[src/rtl/wallace_mult_rr_arbiter.sv]
// Round-robin arbiter sharing one combinational 8x8 Wallace-tree multiplier
// between NUM_REQ requesters, with registered issue and output stages.

module Wallace_Tree_Multiplier_8x8 (
  input  logic [7:0]  a,
  input  logic [7:0]  b,
  output logic [15:0] p
);

  // 3:2 compressor: sum and shifted carry vectors
  function automatic logic [15:0] csa_sum(input logic [15:0] x, input logic [15:0] y,
                                          input logic [15:0] z);
    csa_sum = x ^ y ^ z;
  endfunction

  function automatic logic [15:0] csa_carry(input logic [15:0] x, input logic [15:0] y,
                                            input logic [15:0] z);
    logic [15:0] maj;
    maj = (x & y) | (x & z) | (y & z);
    csa_carry = {maj[14:0], 1'b0};
  endfunction

  logic [15:0] pp_s [8];
  logic [15:0] s0_s, c0_s, s1_s, c1_s, s2_s, c2_s, s3_s, c3_s, s4_s, c4_s, s5_s, c5_s;

  // Partial products, one row per bit of b
  always_comb begin
    for (int i = 0; i < 8; i++) begin
      if (b[i]) begin
        pp_s[i] = 16'(a) << i;
      end else begin
        pp_s[i] = 16'h0000;
      end
    end
  end

  // Reduction tree: 8 -> 6 -> 4 -> 3 -> 2 rows, then one carry-propagate add
  assign s0_s = csa_sum(pp_s[0], pp_s[1], pp_s[2]);
  assign c0_s = csa_carry(pp_s[0], pp_s[1], pp_s[2]);
  assign s1_s = csa_sum(pp_s[3], pp_s[4], pp_s[5]);
  assign c1_s = csa_carry(pp_s[3], pp_s[4], pp_s[5]);
  assign s2_s = csa_sum(s0_s, c0_s, s1_s);
  assign c2_s = csa_carry(s0_s, c0_s, s1_s);
  assign s3_s = csa_sum(c1_s, pp_s[6], pp_s[7]);
  assign c3_s = csa_carry(c1_s, pp_s[6], pp_s[7]);
  assign s4_s = csa_sum(s2_s, c2_s, s3_s);
  assign c4_s = csa_carry(s2_s, c2_s, s3_s);
  assign s5_s = csa_sum(s4_s, c4_s, c3_s);
  assign c5_s = csa_carry(s4_s, c4_s, c3_s);
  assign p    = s5_s + c5_s;

endmodule

module wallace_mult_rr_arbiter #(
  parameter int NUM_REQ = 4,
  parameter int ID_W    = 2,
  parameter int CNT_W   = 16
) (
  input  logic                 clk,
  input  logic                 rst,
  input  logic [NUM_REQ-1:0]   req_valid,
  input  logic [8*NUM_REQ-1:0] req_a,
  input  logic [8*NUM_REQ-1:0] req_b,
  output logic [NUM_REQ-1:0]   req_ready,
  output logic                 rsp_valid,
  input  logic                 rsp_ready,
  output logic [ID_W-1:0]      rsp_id,
  output logic [15:0]          rsp_product,
  output logic                 busy,
  output logic [CNT_W-1:0]     done_count
);

  localparam int SLOTS = 1 << ID_W;

  logic              iss_v_r;
  logic [7:0]        iss_a_r, iss_b_r;
  logic [ID_W-1:0]   iss_id_r;
  logic [ID_W-1:0]   ptr_r;
  logic              out_free_s, iss_free_s;
  logic [SLOTS-1:0]  valid_pad_s, grant_pad_s;
  logic              grant_any_s;
  logic [ID_W-1:0]   grant_idx_s, ptr_next_s;
  logic [ID_W:0]     cand_s;
  logic [7:0]        a_lane_s [SLOTS];
  logic [7:0]        b_lane_s [SLOTS];
  logic [15:0]       mult_p_s;

  // Tag space may exceed NUM_REQ; unused lanes read as zero
  for (genvar g = 0; g < SLOTS; g++) begin : g_lane
    if (g < NUM_REQ) begin : g_used
      assign a_lane_s[g] = req_a[8*g+7:8*g];
      assign b_lane_s[g] = req_b[8*g+7:8*g];
    end else begin : g_unused
      assign a_lane_s[g] = 8'h00;
      assign b_lane_s[g] = 8'h00;
    end
  end

  assign valid_pad_s = SLOTS'(req_valid);
  assign out_free_s  = !rsp_valid || rsp_ready;
  assign iss_free_s  = !iss_v_r || out_free_s;
  assign busy        = iss_v_r || rsp_valid;

  // Round-robin search starting at the pointer, wrapping modulo NUM_REQ
  always_comb begin
    grant_any_s = 1'b0;
    grant_idx_s = '0;
    cand_s      = '0;
    if (iss_free_s && !rst) begin
      for (int k = 0; k < NUM_REQ; k++) begin
        cand_s = {1'b0, ptr_r} + (ID_W+1)'(k);
        if (cand_s >= (ID_W+1)'(NUM_REQ)) begin
          cand_s = cand_s - (ID_W+1)'(NUM_REQ);
        end else begin
          cand_s = cand_s;
        end
        if (!grant_any_s && valid_pad_s[cand_s[ID_W-1:0]]) begin
          grant_any_s = 1'b1;
          grant_idx_s = cand_s[ID_W-1:0];
        end else begin
          grant_any_s = grant_any_s;
        end
      end
    end else begin
      grant_any_s = 1'b0;
    end
  end

  // One-hot grant decode and next pointer
  always_comb begin
    grant_pad_s = '0;
    if (grant_any_s) begin
      grant_pad_s[grant_idx_s] = 1'b1;
    end else begin
      grant_pad_s = '0;
    end
    if (grant_idx_s == ID_W'(NUM_REQ - 1)) begin
      ptr_next_s = '0;
    end else begin
      ptr_next_s = grant_idx_s + ID_W'(1);
    end
  end

  assign req_ready = grant_pad_s[NUM_REQ-1:0];

  Wallace_Tree_Multiplier_8x8 u_mult (
    .a (iss_a_r),
    .b (iss_b_r),
    .p (mult_p_s)
  );

  // Issue stage and round-robin pointer
  always_ff @(posedge clk or posedge rst) begin
    if (rst) begin
      iss_v_r  <= 1'b0;
      iss_a_r  <= 8'h00;
      iss_b_r  <= 8'h00;
      iss_id_r <= '0;
      ptr_r    <= '0;
    end else if (grant_any_s) begin
      iss_v_r  <= 1'b1;
      iss_a_r  <= a_lane_s[grant_idx_s];
      iss_b_r  <= b_lane_s[grant_idx_s];
      iss_id_r <= grant_idx_s;
      ptr_r    <= ptr_next_s;
    end else if (out_free_s) begin
      iss_v_r  <= 1'b0;
    end
  end

  // Output stage: holds steady while the consumer stalls
  always_ff @(posedge clk or posedge rst) begin
    if (rst) begin
      rsp_valid   <= 1'b0;
      rsp_product <= 16'h0000;
      rsp_id      <= '0;
    end else if (out_free_s) begin
      rsp_valid <= iss_v_r;
      if (iss_v_r) begin
        rsp_product <= mult_p_s;
        rsp_id      <= iss_id_r;
      end
    end
  end

  // Completed-response counter, wraps naturally
  always_ff @(posedge clk or posedge rst) begin
    if (rst) begin
      done_count <= '0;
    end else if (rsp_valid && rsp_ready) begin
      done_count <= done_count + CNT_W'(1);
    end
  end

endmodule

[config.mk]
export PLATFORM = sky130hd
export DESIGN_NAME = wallace_mult_rr_arbiter
export DESIGN_NICKNAME = d
export VERILOG_FILES = /design/src/rtl/wallace_mult_rr_arbiter.sv
export SDC_FILE = /design/constraint.sdc
export NUM_CORES = 1
export LEC_CHECK = 0
export BUFFER_PORTS_ARGS = -buffer_cell sky130_fd_sc_hd__buf_2
export CORE_ASPECT_RATIO = 2
export CORE_UTILIZATION = 35
export CTS_CLUSTER_DIAMETER = 40
export DETAILED_ROUTE_END_ITERATION = 10
export MAX_ROUTING_LAYER = met4
export SKIP_LAST_GASP = 1
export SLEW_MARGIN = 20
export SYNTH_ARGS = -nofsm -noshare
export SYNTH_HDL_FRONTEND = slang
export SYNTH_SLANG_ARGS = --single-unit
export TNS_END_PERCENT = 50
[constraint.sdc]
create_clock -name clk -period 7.1 [get_ports clk]
set_input_delay 0.355 -clock clk [delete_from_list [all_inputs] [get_ports clk]]
set_output_delay 0.355 -clock clk [all_outputs]
set_load 0.02 [all_outputs]
; ---- Word-level counts from Yosys, hierarchy flattened
; Cells that the tools add are included.
[classes]
n_addsub = 10
order_cmp = 11
n_eq_ne = 1
mux = 49
bitwise = 43
reduce_logical = 17
[op_table]
columns = operator, count
row1 = 15-bit AND, 18
row2 = 15-bit bitwise OR, 12
row3 = 16-bit bitwise XOR, 8
row4 = 8-bit 2-to-1 mux, 5
row5 = 8-bit binary-select mux with 2-bit select, 2
row6 = 2-bit 2-to-1 mux, 14
row7 = "16-bit by 1-bit adder with 16-bit output, second input constant", 1
row8 = 16-bit adder, 1
row9 = 16-bit by 10-bit bitwise XOR with 16-bit output, 1
row10 = 16-bit by 13-bit bitwise XOR with 16-bit output, 1
row11 = 16-bit by 14-bit bitwise XOR with 16-bit output, 1
row12 = 16-bit by 15-bit bitwise XOR with 16-bit output, 1
row13 = "2-bit by 3-bit < comparator with 1-bit output, second input constant", 5
row14 = 1-bit 2-to-1 mux, 15
row15 = 15-bit 2-to-1 mux, 1
row16 = 14-bit 2-to-1 mux, 1
row17 = 13-bit 2-to-1 mux, 1
row18 = "3-bit greater-or-equal comparator, second input constant", 4
row19 = 12-bit 2-to-1 mux, 1
row20 = 11-bit 2-to-1 mux, 1
row21 = 10-bit 2-to-1 mux, 1
row22 = 9-bit 2-to-1 mux, 1
row23 = 1-bit binary-select mux with 2-bit select, 4
row24 = "2-bit by 1-bit subtractor with 2-bit output, second input constant", 4
row25 = 14 further kinds, 27
[totals]
ff_bits = 56
in_bits = 71
output_inout_bits = 40
wordCells = 140

; ---- Depth between registers and ports, before layout
[logic_depth]
ltp_word = 26
mapped_depth = 16
mapped_depth_nobuf = 15

; ---- By module
; A second synthesis with hierarchy kept.
[hier_totals]
cells_unflattened = 451
area_unflattened_um2 = 4693.3
[modules_own_cells]
columns = mod, n_inst, cells_each, area_per_inst_um2, seq_area_each_um2
row1 = wallace_mult_rr_arbiter, 1, 249, 2854.0, 1401.3
row2 = Wallace_Tree_Multiplier_8x8, 1, 202, 1839.3, 0.0

; ---- Least setup slack after synthesis
; No wires, ideal clock.
[synth_path]
path_type = register to register
startpoint = register iss_a_r[5]
endpoint = register rsp_product[15]
setup_ns = 0.130
t_arrival_ns = 4.190
t_required_ns = 6.970
slack_ns = 2.780
stages_incl_launch_ff = 16
n_path_buf = 1
period_less_slack_ns = 4.320
path_cell_list = dfrtp_1 clkbuf_1 nand2_1 fa_1 fa_1 inv_1 fa_1 ha_1 ha_1 fa_1 a21o_1 a2111oi_2 o21ai_1 a31oi_1 xor2_1 o21ai_1
[synth_between]
elab_chain_cells = 14
word_cells_on_any_way = 51
cone_classes = add/sub (1) / mux (8) / bitwise (42)
[synth_lines]
columns = element, line
row1 = from (decl), 76  ; logic [7:0] iss_a_r, iss_b_r;
row2 = from (signal assigned), 162  ; iss_a_r <= a_lane_s[grant_idx_s];
row3 = 8-bit 2-to-1 mux (tied with other cells), 29  ; if (b[i]) begin
row4 = 15-bit AND, 19  ; maj = (x & y) | (x & z) | (y & z);
row5 = 15-bit bitwise OR (2 in series), 19
row6 = 15-bit AND, 19
row7 = 15-bit bitwise OR (2 in series), 19
row8 = 15-bit AND, 19
row9 = 15-bit bitwise OR (2 in series), 19
row10 = 15-bit AND, 19
row11 = 15-bit bitwise OR (2 in series), 19
row12 = 16-bit adder *, 50  ; assign p = s5_s + c5_s;
row13 = to (signal assigned), 180  ; rsp_product <= mult_p_s;
row14 = to (decl), 68  ; output logic [15:0] rsp_product,
; Every way passes the cells marked *; elsewhere a longest branch is shown, timed or not.
; A chain may end at the register's enable or synchronous reset.

; ---- Worst setup path in the final report
[layout_path]
startpoint = register iss_a_r[2]
endpoint = register rsp_product[13]
; Same word-level chain as after synthesis.

==> metrics.cfg <==
[outcome]
status = finished, final reports clean

[critical_path]
crit_chain = and2_1 -> fa_1 -> inv_1 -> fa_1 -> inv_1 -> fa_1 -> ha_1 -> ha_1 -> fa_1 -> a21o_1 -> a2111oi_2 -> o21bai_1 -> a21oi_1 -> xor2_1 -> o21ai_1
rr_worst_depth = 15
cp-endpoint = rsp_product[13]
cp_num_cells = 15
crit_buf_inv = 2
r2r_end = rsp_product[13]
critPathArrivalTime_ps = 4790
cpMostUsedCell = fa_1
startpoint_type = flop
reg2reg_from = iss_a_r[2]
critPathMaxStageDelay_ps = 530
crit_start = iss_a_r[2]
critPathKind = flop to flop
slowest_stage = fa_1
cp-end-kind = flop
cp.required_ps = 7250
reg2reg_slack_ps = 2460
cpLargestDelayFamily = adder cells
worst-path-max-fanout = 9

[detailed_routing]
wl_per_cell_um = 14.7
drt_iter0_drc = 114
first_pass_iters = 4
via_per_inst = 4.94
via_count = 3526
routed_wl_um = 10500
drc_errors = 0
antenna_left = 0

[clocking]
clockBufferDepth = 2
post_cts_resized = 0
root_buffer = clkbuf_16
cts_tree = yes
hold_buffers = 0
clkLatencyLatePin_ps = 300
cts_setup_buffers = 0
numClockSinks = 56
clkSlewWorstSetupHoldPaths_ps = 80
numCtsBuffers = 5
htreeDepth = 2

[run]
max_cap_violations = 0

[cells_and_area]
layout-drive-gt1-share = 0.253
insertedDiodeCount = 0
nets = 701
syn_to_final_growth_pct = 17.8
layout_common_cells = buf_2 (110), nand2_1 (56), dfrtp_1 (56)
final_common_cell = buf_2

[synthesis]
synth_nets = 597
seq_area_frac_synth = 0.302
yosysWarnings = 0
synth_area_mm2 = 0.00465
synthCells = 457
ys_types = 47
syn_area_per_cell_um2 = 10.2
ys_ff_latch = 56

[floorplanning]
dieArea_mm2 = 0.0138
start_util = 0.358
num_rows = 59
die_x_um = 83.5
dieHeight_um = 165
pin_count = 111
design.core.area_mm2 = 0.0130

[grt]
grt_max_degree = 57
grt_pass1_wl_um = 17800
grt_usage = 0.168
grt_pass1_vias = 3776
grt-ovfl-total = 0
antenna_found_initial = 0

[timing]
setup-tns-final_ps = 0
setup_viol = 0
rsz0062_at_grt = no
hold_violations = 0
worst_slew_margin_rel = 0.291
clock_skew_ps = 7.16
tightest_slew_ps = 1060
period_needed_ps = 4640
fmax_mhz = 215
report.final.slew_viol_count = 0
fin_crit_sh = 0.654
worst_slack_ps = 2460

[power_and_ir_drop]
p_total_mw = 2.76
power_frac_clock = 0.090
max-vdd-ir-drop_v = 0.000270
pwr_density_cell_mw_per_mm2 = 505
internal_power_mw = 1.44
p_sw_frac = 0.481
p_leak_nw = 2.97
p_switching_mw = 1.33
seqPwrFrac = 0.210
combPwrFrac = 0.700

[placed_design]
place_ws_ps = 2480
hpwl_um = 8780
place_congestion = 0.880
port_buffers = 110

[min_path]
hold_class = input port to async pin

synth_stat cells, drive strengths merged:
library cell,number,area [µm²]
nor2,10,45.0
a31oi,3,18.8
xnor2,14,123
nor4,1,12.5
dfrtp,56,1400
a221o,1,10.0
o22ai,15,93.8
a21boi,2,18.8
o21bai,3,22.5
mux2,10,116
xor2,10,87.6
o21ai,18,93.8
o31ai,1,7.51
a21oi,7,35.0
nor2b,2,20.0
a211o,1,8.76
nor3,3,26.3
buf,6,47.5
inv,38,143
ha,30,375
nand3,6,30.0
nand2,57,221
o21a,2,15.0
fa,39,781
mux2i,31,310
a21o,20,150
or3,1,6.26
nand4,2,12.5
clkbuf,10,37.5
and2,42,263
o211ai,1,7.51
nand2b,5,31.3
and3,3,18.8
a2111oi,1,15.0
a211oi,2,15.0
or2,4,25.0
area by class of cell:
cell class | count | area (µm²)
Clock buffer | 5 | 125
Clock inverter | 3 | 22.5
Fill cell | 1267 | 7520
Inverter | 38 | 143
Multi-Input combinational cell | 347 | 3020
Sequential cell | 56 | 1400
Tap cell | 152 | 190
Timing Repair Buffer | 113 | 573
kinds of logic (layout without fill, tap and decap cells):
family	after synthesis	count (layout)	synth area share
multiplexers	41	41	0.0918
AO/OA/AOI/OAI	77	77	0.110
buffers and inverters	54	159	0.0490
adder cells (fa/ha/maj)	69	69	0.249
AND/OR/NAND/NOR	136	136	0.153
XOR/XNOR	24	24	0.0452
flip-flops	56	56	0.302
state kept, by name (all words and copies together) (netlist names):
signal	flops
rsp_valid	1
iss_id_r	2
iss_v_r	1
iss_b_r	8
rsp_id	2
iss_a_r	8
ptr_r	2
done_count	16
rsp_product	16
worst min-delay path by stage:
stage	from	end	slack, ps	depth (start not counted)
4_1_cts	rst	done_count[0]	300	3
6_report	rst	done_count[0]	270	3
3_5_place_dp	rsp_product[10]	rsp_product[10]	470	2
5_1_grt	rst	done_count[3]	340	3
2_1_floorplan	iss_id_r[1]	iss_id_r[1]	440	2
3_3_place_gp	iss_id_r[1]	iss_id_r[1]	460	2
metal layers:
layer	vias up	share of wire	track usage
li1	1725	-	-
met4	0	0.021	0.0670
met1	1703	0.35	0.159
met2	87	0.60	0.340
met5	-	0	-
met3	11	0.027	0.0150
stage by stage:
step           cells   util  area, µm²  hold slack, ps
2_1_floorplan    457      -       4650             442
6_report         714  0.421       5470             268
3_5_place_dp     706  0.410       5320             467
5_1_grt          714  0.421       5470             342
3_3_place_gp     706  0.410       5320             455
4_1_cts          714  0.421       5470             298
worst reg2reg max path, delay by kind of cell, from the launching register on:
kind / cells / cell delay [ps]
adders and majority gates: 6 / 2420
AOI/OAI and AO/OA: 5 / 1110
DFF: 1 / 470
and+or+nand+nor: 1 / 210
xor gates and xnor gates: 1 / 170
buffers and inverters: 2 / 100
power groups by stage:
stage / clock, mW / sequential (mW) / combinational [mW]
after floorplan: 0 / 0.605 / 1.49
after global placement: 0 / 0.578 / 1.91
after detailed placement: 0 / 0.587 / 1.94
after CTS: 0.260 / 0.581 / 1.96
after global routing: 0.269 / 0.603 / 2.25
final: 0.249 / 0.580 / 1.93
No activity file was read; power rests on OpenSTA's default activity.
